## src/rtl/uart_tx_peripheral.sv

```systemverilog
// Memory-mapped 8N1 UART transmitter on the GPIO slot of the data bus.
// Core writes are queued in a small circular FIFO and shifted out LSB first.
module uart_tx_peripheral #(
  parameter int unsigned BAUD_DIV   = 434,
  parameter int unsigned FIFO_DEPTH = 4,
  parameter logic [31:0] TX_ADDR    = 32'h1001_0024,
  parameter logic [31:0] STAT_ADDR  = 32'h1001_0028
) (
  input  logic        clk,
  input  logic        reset,
  input  logic [31:0] Adr_in,
  input  logic [2:0]  selector_in,
  input  logic        MemWrite_in,
  input  logic        MemRead_in,
  input  logic [31:0] WriteData_in,
  output logic [31:0] Data_out,
  output logic        tx,
  output logic        tx_busy
);

  localparam int AW = $clog2(FIFO_DEPTH);
  localparam int CW = AW + 1;
  localparam logic [15:0] BAUD_M1 = 16'(BAUD_DIV - 1);

  typedef enum logic [1:0] {IDLE, START, DATA, STOP} state_t;

  state_t      r_state, w_state_n;
  logic [15:0] r_baud, w_baud_n;
  logic [2:0]  r_idx, w_idx_n;
  logic [7:0]  r_shift, w_shift_n;
  logic        w_tx_n;

  logic [7:0]    r_mem [FIFO_DEPTH];
  logic [AW-1:0] r_wp, r_rp;
  logic [CW-1:0] r_count;
  logic          r_overflow;
  logic [7:0]    r_last;

  logic w_sel, w_wr_tx, w_wr_st, w_rd;
  logic w_empty, w_full, w_push, w_pop;
  logic [3:0] w_cnt4;
  logic w_unused_wd;

  assign w_sel   = (selector_in == 3'b010);
  assign w_wr_tx = w_sel & MemWrite_in & (Adr_in == TX_ADDR);
  assign w_wr_st = w_sel & MemWrite_in & (Adr_in == STAT_ADDR);
  assign w_rd    = w_sel & MemRead_in;
  assign w_empty = (r_count == '0);
  assign w_full  = (r_count == CW'(FIFO_DEPTH));
  // A full FIFO can still take a byte when the FSM frees a slot this cycle
  assign w_push  = w_wr_tx & (~w_full | w_pop);
  assign w_cnt4  = 4'(r_count);
  assign tx_busy = (r_state != IDLE);
  assign w_unused_wd = ^WriteData_in[31:8];

  always_comb begin
    Data_out = 32'h0;
    if (w_rd && Adr_in == TX_ADDR)
      Data_out = {24'b0, r_last};
    else if (w_rd && Adr_in == STAT_ADDR)
      Data_out = {24'b0, w_cnt4, r_overflow, tx_busy, w_full, w_empty};
  end

  always_comb begin
    w_state_n = r_state;
    w_baud_n  = r_baud;
    w_idx_n   = r_idx;
    w_shift_n = r_shift;
    w_pop     = 1'b0;
    unique case (r_state)
      IDLE: begin
        if (!w_empty) begin
          w_pop     = 1'b1;
          w_shift_n = r_mem[r_rp];
          w_baud_n  = BAUD_M1;
          w_state_n = START;
        end
      end
      START: begin
        if (r_baud == 16'd0) begin
          w_baud_n  = BAUD_M1;
          w_idx_n   = 3'd0;
          w_state_n = DATA;
        end else begin
          w_baud_n = r_baud - 16'd1;
        end
      end
      DATA: begin
        if (r_baud == 16'd0) begin
          w_shift_n = {1'b0, r_shift[7:1]};
          w_idx_n   = r_idx + 3'd1;
          w_baud_n  = BAUD_M1;
          if (r_idx == 3'd7) w_state_n = STOP;
        end else begin
          w_baud_n = r_baud - 16'd1;
        end
      end
      STOP: begin
        if (r_baud == 16'd0) begin
          if (!w_empty) begin
            w_pop     = 1'b1;
            w_shift_n = r_mem[r_rp];
            w_baud_n  = BAUD_M1;
            w_state_n = START;
          end else begin
            w_state_n = IDLE;
          end
        end else begin
          w_baud_n = r_baud - 16'd1;
        end
      end
    endcase
    // Line level follows the state being entered, so tx is glitch-free
    unique case (w_state_n)
      START:   w_tx_n = 1'b0;
      DATA:    w_tx_n = w_shift_n[0];
      default: w_tx_n = 1'b1;
    endcase
  end

  always_ff @(posedge clk or posedge reset) begin
    if (reset) begin
      r_state    <= IDLE;
      r_baud     <= 16'd0;
      r_idx      <= 3'd0;
      r_shift    <= 8'd0;
      tx         <= 1'b1;
      r_wp       <= '0;
      r_rp       <= '0;
      r_count    <= '0;
      r_overflow <= 1'b0;
      r_last     <= 8'd0;
    end else begin
      r_state <= w_state_n;
      r_baud  <= w_baud_n;
      r_idx   <= w_idx_n;
      r_shift <= w_shift_n;
      tx      <= w_tx_n;
      if (w_push) begin
        r_wp   <= r_wp + 1'b1;
        r_last <= WriteData_in[7:0];
      end
      if (w_pop) r_rp <= r_rp + 1'b1;
      unique case ({w_push, w_pop})
        2'b10:   r_count <= r_count + 1'b1;
        2'b01:   r_count <= r_count - 1'b1;
        default: r_count <= r_count;
      endcase
      if (w_wr_tx && !w_push)
        r_overflow <= 1'b1;
      else if (w_wr_st && WriteData_in[0])
        r_overflow <= 1'b0;
    end
  end

  always_ff @(posedge clk) begin
    if (w_push) r_mem[r_wp] <= WriteData_in[7:0];
  end

endmodule

```

## config.mk

```make
export PLATFORM = sky130hd
export DESIGN_NAME = uart_tx_peripheral
export DESIGN_NICKNAME = d
export VERILOG_FILES = /design/src/rtl/uart_tx_peripheral.sv
export SDC_FILE = /design/constraint.sdc
export NUM_CORES = 1
export LEC_CHECK = 0
export ABC_CLOCK_PERIOD_IN_PS = 2500
export CAP_MARGIN = 25
export CELL_PAD_IN_SITES_DETAIL_PLACEMENT = 1
export CELL_PAD_IN_SITES_GLOBAL_PLACEMENT = 2
export CORE_UTILIZATION = 28
export CTS_CLUSTER_DIAMETER = 200
export DETAILED_ROUTE_END_ITERATION = 16
export PLACE_DENSITY = 0.75
export REMOVE_ABC_BUFFERS = 1
export SLEW_MARGIN = 10
export SYNTH_ARGS = -nofsm -noshare
export SYNTH_HDL_FRONTEND = slang
export SYNTH_SLANG_ARGS = --single-unit
```

## constraint.sdc

```tcl
create_clock -name clk -period 2.5 [get_ports clk]
set_input_delay 0.25 -clock clk [delete_from_list [all_inputs] [get_ports clk]]
set_output_delay 0.25 -clock clk [all_outputs]
set_load 0.005 [all_outputs]
```

==> reports/qor.txt, run 1 <==
R2R cell count: 11
worst hold margin: 0.260 ns
vias in the first global route: 3353
# setup viols final: 1
Initial Util: 28.6%
CP Class: register to register
RSZ-0062 raised after global routing: true
Flop pwr share: 50.2%
CTS Sinks: 78
Routed Antenna Nets: 0
Pint: 2.17 mW
NetSw: 0.638 mW
synth top area cells: dfrtp_1 27%, edfxtp_1 23%, buf_4 4.5%, mux4_2 4.4%, ha_1 3.6%
# hold bufs at CTS: 0
H-tree lvl count: 3
Startpoint Class: register
dpl cell area: 5210 µm²
Die W: 124 µm
CP endpoint kind: register
switching portion of total power: 22.8%
worst clock skew: 0.00798 ns
Cell variety after synth: 59
vias per cell: 4.86
Clock Tree Buf Depth: 2
R2R Path Start: r_baud[0]
post-layout min period: 2.51 ns
status: finished with violations
die height: 124 µm
Peak Freq: 398 MHz
Post-synth top cells: 45 x dfrtp_1, 32 x edfxtp_1, 26 x nand2_1
core outline area: 14500 µm²
Slew @ Worst Pin: 0.633 ns
die area: 15300 µm²
Seq cells post-synth: 78
Max-cap violations: 0
Comb pwr share: 6.3%
cts bufs inserted: 9
relative slew slack: 57.5%
fin crit share: 100%
GRT Total Usage: 15.0%
Hold WC Path Type: input pin to asynchronous set/reset pin
Power Total: 2.80 mW
first-pass GRT wire length: 17.0 mm
initial DRC count: 83
area share of the largest cell type after synthesis: 27.2%
reg2reg setup slack: -0.01 ns
largest net degree at the start of global routing: 26
clock root cell: clkbuf_16
clock power share: 43.5%
fin nets: 557
Ys Warns: 0
worst vdd ir: 229 µV
largest area contributor in the netlist: dfrtp_1
post-layout util: 38.7%
antenna violations before repair: 0
CP required: 2.75 ns
Skew-Pair Late Insertion Delay: 0.35 ns
drt pass-1 iters: 4
Final GP Congestion: 0.769
commonest register cell after synthesis: dfrtp_1
layout cells sized above 1: 28.7%
Worst-path clk slew: 0.06 ns
Routed Wire Length: 10.5 mm
detailed placement HPWL: 7.89 mm
Slew Viols, Final: 0
ys async rst share: 59.0%
Layout area overhead: 35.2%
pwr/cell area: 501 nW/µm²
number of synthesized flops with an enable pin: 32
LEAKAGE: 2.32 nW
violated checks: negative setup slack
Post-Syn Area: 4140 µm²
crit path DAT: 2.76 ns
# IOs: 105
# rows: 44
TritonCTS clock tree: yes
most common cell in the netlist: dfrtp_1
PortBufs: 56
R2R Path End: r_count[2]
DR WL/cell: 15.9 µm
Final Hold Vio Count: 0
post-route cell area: 5600 µm²
antenna cells: 0
total number of vias: 3217
global route overflow: 0
critical path fanouts, max: 4
Post-Syn Instances: 363
setup ws final: -0.00953 ns
register area share after synthesis: 51.0%
DR DRC count: 0
syn avg cell area: 11.4 µm²
per-stage QoR:
| stage | cells | setup WS [ns] | setup TNS [ns] |
|---|---|---|---|
| final | 662 | -0.00953 | -0.00953 |
| after floorplan | 350 | -0.315 | -3.21 |
| after detailed placement | 638 | -0.541 | -9.50 |
| after CTS | 661 | -0.0205 | -0.0205 |
| after global placement | 638 | -0.407 | -7.71 |
| after global routing | 662 | -0.139 | -2.05 |
placed cells by master (no fill, tap or decap), types with 5 or more instances in the layout:
| master | count |
|---|---|
| a21oi_1 | 16 |
| conb_1 | 24 |
| buf_2 | 8 |
| buf_4 | 50 |
| edfxtp_1 | 32 |
| dlygate4sd2_1 | 15 |
| nand2_1 | 20 |
| dfrtp_1 | 45 |
| buf_12 | 5 |
| nand4_1 | 5 |
| nor3_1 | 11 |
| clkdlybuf4s50_1 | 31 |
| nand3_1 | 5 |
| inv_1 | 12 |
| o21ai_2 | 6 |
| mux4_2 | 8 |
| a22o_1 | 17 |
| and2_1 | 9 |
| o21ai_0 | 18 |
| nand2_2 | 6 |
| nor2_1 | 25 |
| a31oi_1 | 7 |
| mux2_2 | 9 |
| clkbuf_16 | 9 |
| ha_1 | 12 |
flip-flops by register name (all words and copies together) (netlist names):
name / cells
tx: 1
r_count: 3
r_shift: 8
r_overflow: 1
r_mem: 32
r_wp: 2
r_state: 2
r_last: 8
r_idx: 3
r_rp: 2
r_baud: 16
layout make-up:
cell class | count | area, µm²
fillers | 1609 | 8880
flip-flops and latches | 78 | 2110
multi-input cells | 256 | 1930
repair buffers | 112 | 988
well taps | 184 | 230
clock buffers | 10 | 229
inverters | 16 | 60.1
clock inverters | 6 | 47.5
critical path: stages (launching register included):
cell	delay, ns
dfrtp_1	0.40
inv_2	0.07
ha_1	0.14
nor4b_4	0.25
nand4_1	0.16
a211oi_2	0.22
buf_4	0.16
a21boi_2	0.16
inv_1	0.08
fa_2	0.36
nor3b_1	0.16
nor4_2	0.26
cells by family (layout without fill, tap and decap cells):
group                      count (synthesis)  count (layout)  share of synthesized area, %
AOI/OAI and AO/OA                         84              84                          13.6
xor gates and xnor gates                   5               5                          1.06
adders and majority gates                 13              13                          4.11
buffers and inverters                     52             144                          7.10
DFF                                       78              78                          51.0
muxes                                     20              20                          7.55
other                                      1              24                        0.0905
and+or+nand+nor                          110             110                          15.4
what timing repair did:
item / CTS / global route
gates resized for setup: 80 / 5
buffers inserted: 7 / 1
pin swaps: 16 / 5
endpoints found under the setup margin: 48 / 51
power by group through the flow:
stage,logic (mW),clock network (mW),registers (mW)
2_1_floorplan,0.0774,0,1.42
3_3_place_gp,0.174,0,1.43
3_5_place_dp,0.182,0,1.43
4_1_cts,0.177,1.26,1.41
5_1_grt,0.198,1.30,1.41
6_report,0.175,1.22,1.41
worst max path at each step:
| stage | slack [ns] | endpoint | start | cells past startpoint |
|---|---|---|---|---|
| 2_1_floorplan | -0.31 | r_count[2] | r_state[0] | 9 |
| 3_3_place_gp | -0.41 | Data_out[4] | Adr_in[24] | 8 |
| 3_5_place_dp | -0.54 | Data_out[4] | Adr_in[24] | 8 |
| 4_1_cts | -0.02 | r_count[2] | r_baud[0] | 11 |
| 5_1_grt | -0.14 | r_count[2] | r_baud[0] | 11 |
| 6_report | -0.01 | r_count[2] | r_baud[0] | 11 |
routing by layer:
layer	GRT usage (%)	part of all wire, %
met5	0	0
met4	6.40	1.6
met3	3.75	4.6
met2	25.7	51
met1	17.7	43
Power figures use the tool's default switching activity.
==> inputs of run 2 (changes only) <==
==> constraint.sdc (replaced) <==
create_clock -name clk -period 2.5 [get_ports clk]
set_input_delay 0.375 -clock clk [delete_from_list [all_inputs] [get_ports clk]]
set_output_delay 0.375 -clock clk [all_outputs]
set_load 0.005 [all_outputs]
==> run 2 against run 1 <==
The run now ends clean. Register-to-register slack better by 0.09 ns. Cell count is 0.30% higher. Flip-flop and latch count stayed put. Highest routed layer unchanged.
==> reports/qor.txt, run 2 (synthesis gave the netlist of run 1 again) <==
# rows: 44 (unchanged)
antenna cells: 0 (unchanged)
global route overflow: 0 (unchanged)
relative slew slack: 59.4% (+1.8 points)
cts bufs inserted: 9 (unchanged)
die area: 15300 µm² (unchanged)
DR WL/cell: 16.5 µm (+3.9%)
setup ws final: 0.0724 ns (+0.0819 ns)
Initial Util: 28.6% (unchanged)
Layout area overhead: 37.2%
most frequent cells in the layout: 52 x buf_4, 45 x dfrtp_1, 32 x edfxtp_1
Die W: 124 µm (unchanged)
Peak Freq: 412 MHz (+3.4%)
first-pass GRT wire length: 17.5 mm (+2.6%)
Most flops, register: r_mem
worst clock skew: 0.00772 ns (-0.000260 ns)
core outline area: 14500 µm² (unchanged)
largest net degree at the start of global routing: 21 (-19%)
Skew-Pair Late Insertion Delay: 0.34 ns (about the same)
Startpoint Class: input pin
# setup viols final: 0 (-1)
max reg flops: 32 (unchanged)
total number of vias: 3200 (-0.53%)
die height: 124 µm (unchanged)
post-layout util: 39.2% (+0.58 points)
drt pass-1 iters: 4 (unchanged)
layout cells sized above 1: 32.3% (+3.6 points)
vias per cell: 4.82 (-0.83%)
post-layout min period: 2.43 ns (-0.0819 ns)
CP Class: input pin to output port
dpl ws: -0.728 ns (-0.188 ns)
status: complete, no violations
top flop regs: r_mem: 32 flops, r_baud: 16 flops
Worst-path clk slew: 0.06 ns (about the same)
Slew @ Worst Pin: 0.610 ns (-0.0228 ns)
fin nets: 559 (+0.36%)
Routed Wire Length: 11.0 mm (+4.2%)
# hold bufs at CTS: 0 (unchanged)
CP required: 2.12 ns (-0.63 ns)
worst vdd ir: 382 µV (+67%)
Fillers: 1597 (-0.75%)
antenna violations before repair: 0 (unchanged)
Routed Antenna Nets: 0 (unchanged)
CTS Sinks: 78 (unchanged)
fin crit share: 97.1% (-3.3 points)
TritonCTS clock tree: yes
LEAKAGE: 2.42 nW (+4.2%)
CP endpoint kind: output port
vias in the first global route: 3478 (+3.7%)
clock root cell: clkbuf_16
Final GP Congestion: 0.806 (+4.9%)
Hold WC Path Type: input pin to asynchronous set/reset pin
H-tree lvl count: 3 (unchanged)
# IOs: 105 (unchanged)
Slew Viols, Final: 0 (unchanged)
Max-cap violations: 0 (unchanged)
PortBufs: 56 (unchanged)
pwr/cell area: 509 nW/µm² (+1.7%)
Clock Tree Buf Depth: 2 (unchanged)
initial DRC count: 124 (+49%)
crit path DAT: 2.05 ns (-0.71 ns)
commonest non-fill, non-tap cell in the layout: buf_4
DR DRC count: 0 (unchanged)
detailed placement HPWL: 8.17 mm (+3.5%)
critical path fanouts, max: 4 (unchanged)
RSZ-0062 raised after global routing: true
Final Hold Vio Count: 0 (unchanged)
GRT Total Usage: 15.2% (+0.27 points)
## run 2: what timing repair did
item                       CTS  global route
buffers inserted             5             3
setup endpoints to repair   10            51
resized for setup           94            48
pin swaps                   15            11
## run 2: final cells by class
cell class / count / area, µm² / area share [%]
Timing Repair Buffer: 114 / 982 / 17.3
Inverter: 16 / 60.1 / 1.06
Clock inverter: 6 / 68.8 / 1.21
Clock buffer: 10 / 229 / 4.03
Multi-Input combinational cell: 256 / 2000 / 35.2
Sequential cell: 78 / 2110 / 37.2
Tap cell: 184 / 230 / 4.05
## run 2: where the power goes
group | leakage, nW | total (mW) | internal, mW | switching [mW]
logic | 1.41 | 0.174 | 0.101 | 0.0733
clock network | 0.143 | 1.31 | 0.780 | 0.531
registers | 0.867 | 1.41 | 1.38 | 0.0258
total | 2.42 | 2.89 | 2.26 | 0.630
## run 2: stage by stage
stage / instance area [µm²] / setup TNS, ns / hold slack (ns) / total power [mW] / std cells
6_report: 5680 / 0 / 0.373 / 2.89 / 664
5_1_grt: 5680 / -0.123 / 0.408 / 3.01 / 664
4_1_cts: 5570 / -0.499 / 0.380 / 2.93 / 661
3_5_place_dp: 5210 / -14.58 / 0.497 / 1.61 / 640
3_3_place_gp: 5210 / -13.77 / 0.489 / 1.60 / 640
2_1_floorplan: 3990 / -3.21 / 0.458 / 1.50 / 350
## run 2: path summary, 6_finish.rpt
| path | to | depth (start not counted) | slack [ns] | start |
|---|---|---|---|---|
| min in group clk | r_shift[4] | 1 | 0.51 | r_shift[4] |
| max in group asynchronous | r_idx[2] | 3 | 1.56 | reset |
| worst min-delay path | r_baud[10] | 2 | 0.37 | reset |
| worst min register to register | r_shift[4] | 1 | 0.51 | r_shift[4] |
| worst max-delay path | Data_out[2] | 9 | 0.07 | Adr_in[26] |
| worst max register to register | r_count[2] | 11 | 0.08 | r_state[0] |
## run 2: layer usage
metal / up-vias / part of all wire [%] / track usage (%) / routed length [µm]
met3: 12 / 4.0 / 3.25 / 438
met2: 86 / 51 / 26.3 / 5590
li1: 1530 / - / - / -
met4: 0 / 1.3 / 5.42 / 147
met5: - / 0 / 0 / 0
met1: 1572 / 44 / 18.6 / 4790
## run 2: worst max-delay path, stage by stage
cell and delay (ns):
buf_6 0.09, or4b_4 0.51, or3_4 0.40, nor4_4 0.13
buf_4 0.17, buf_6 0.11, nand2_2 0.05, o21ai_1 0.08
buf_2 0.13
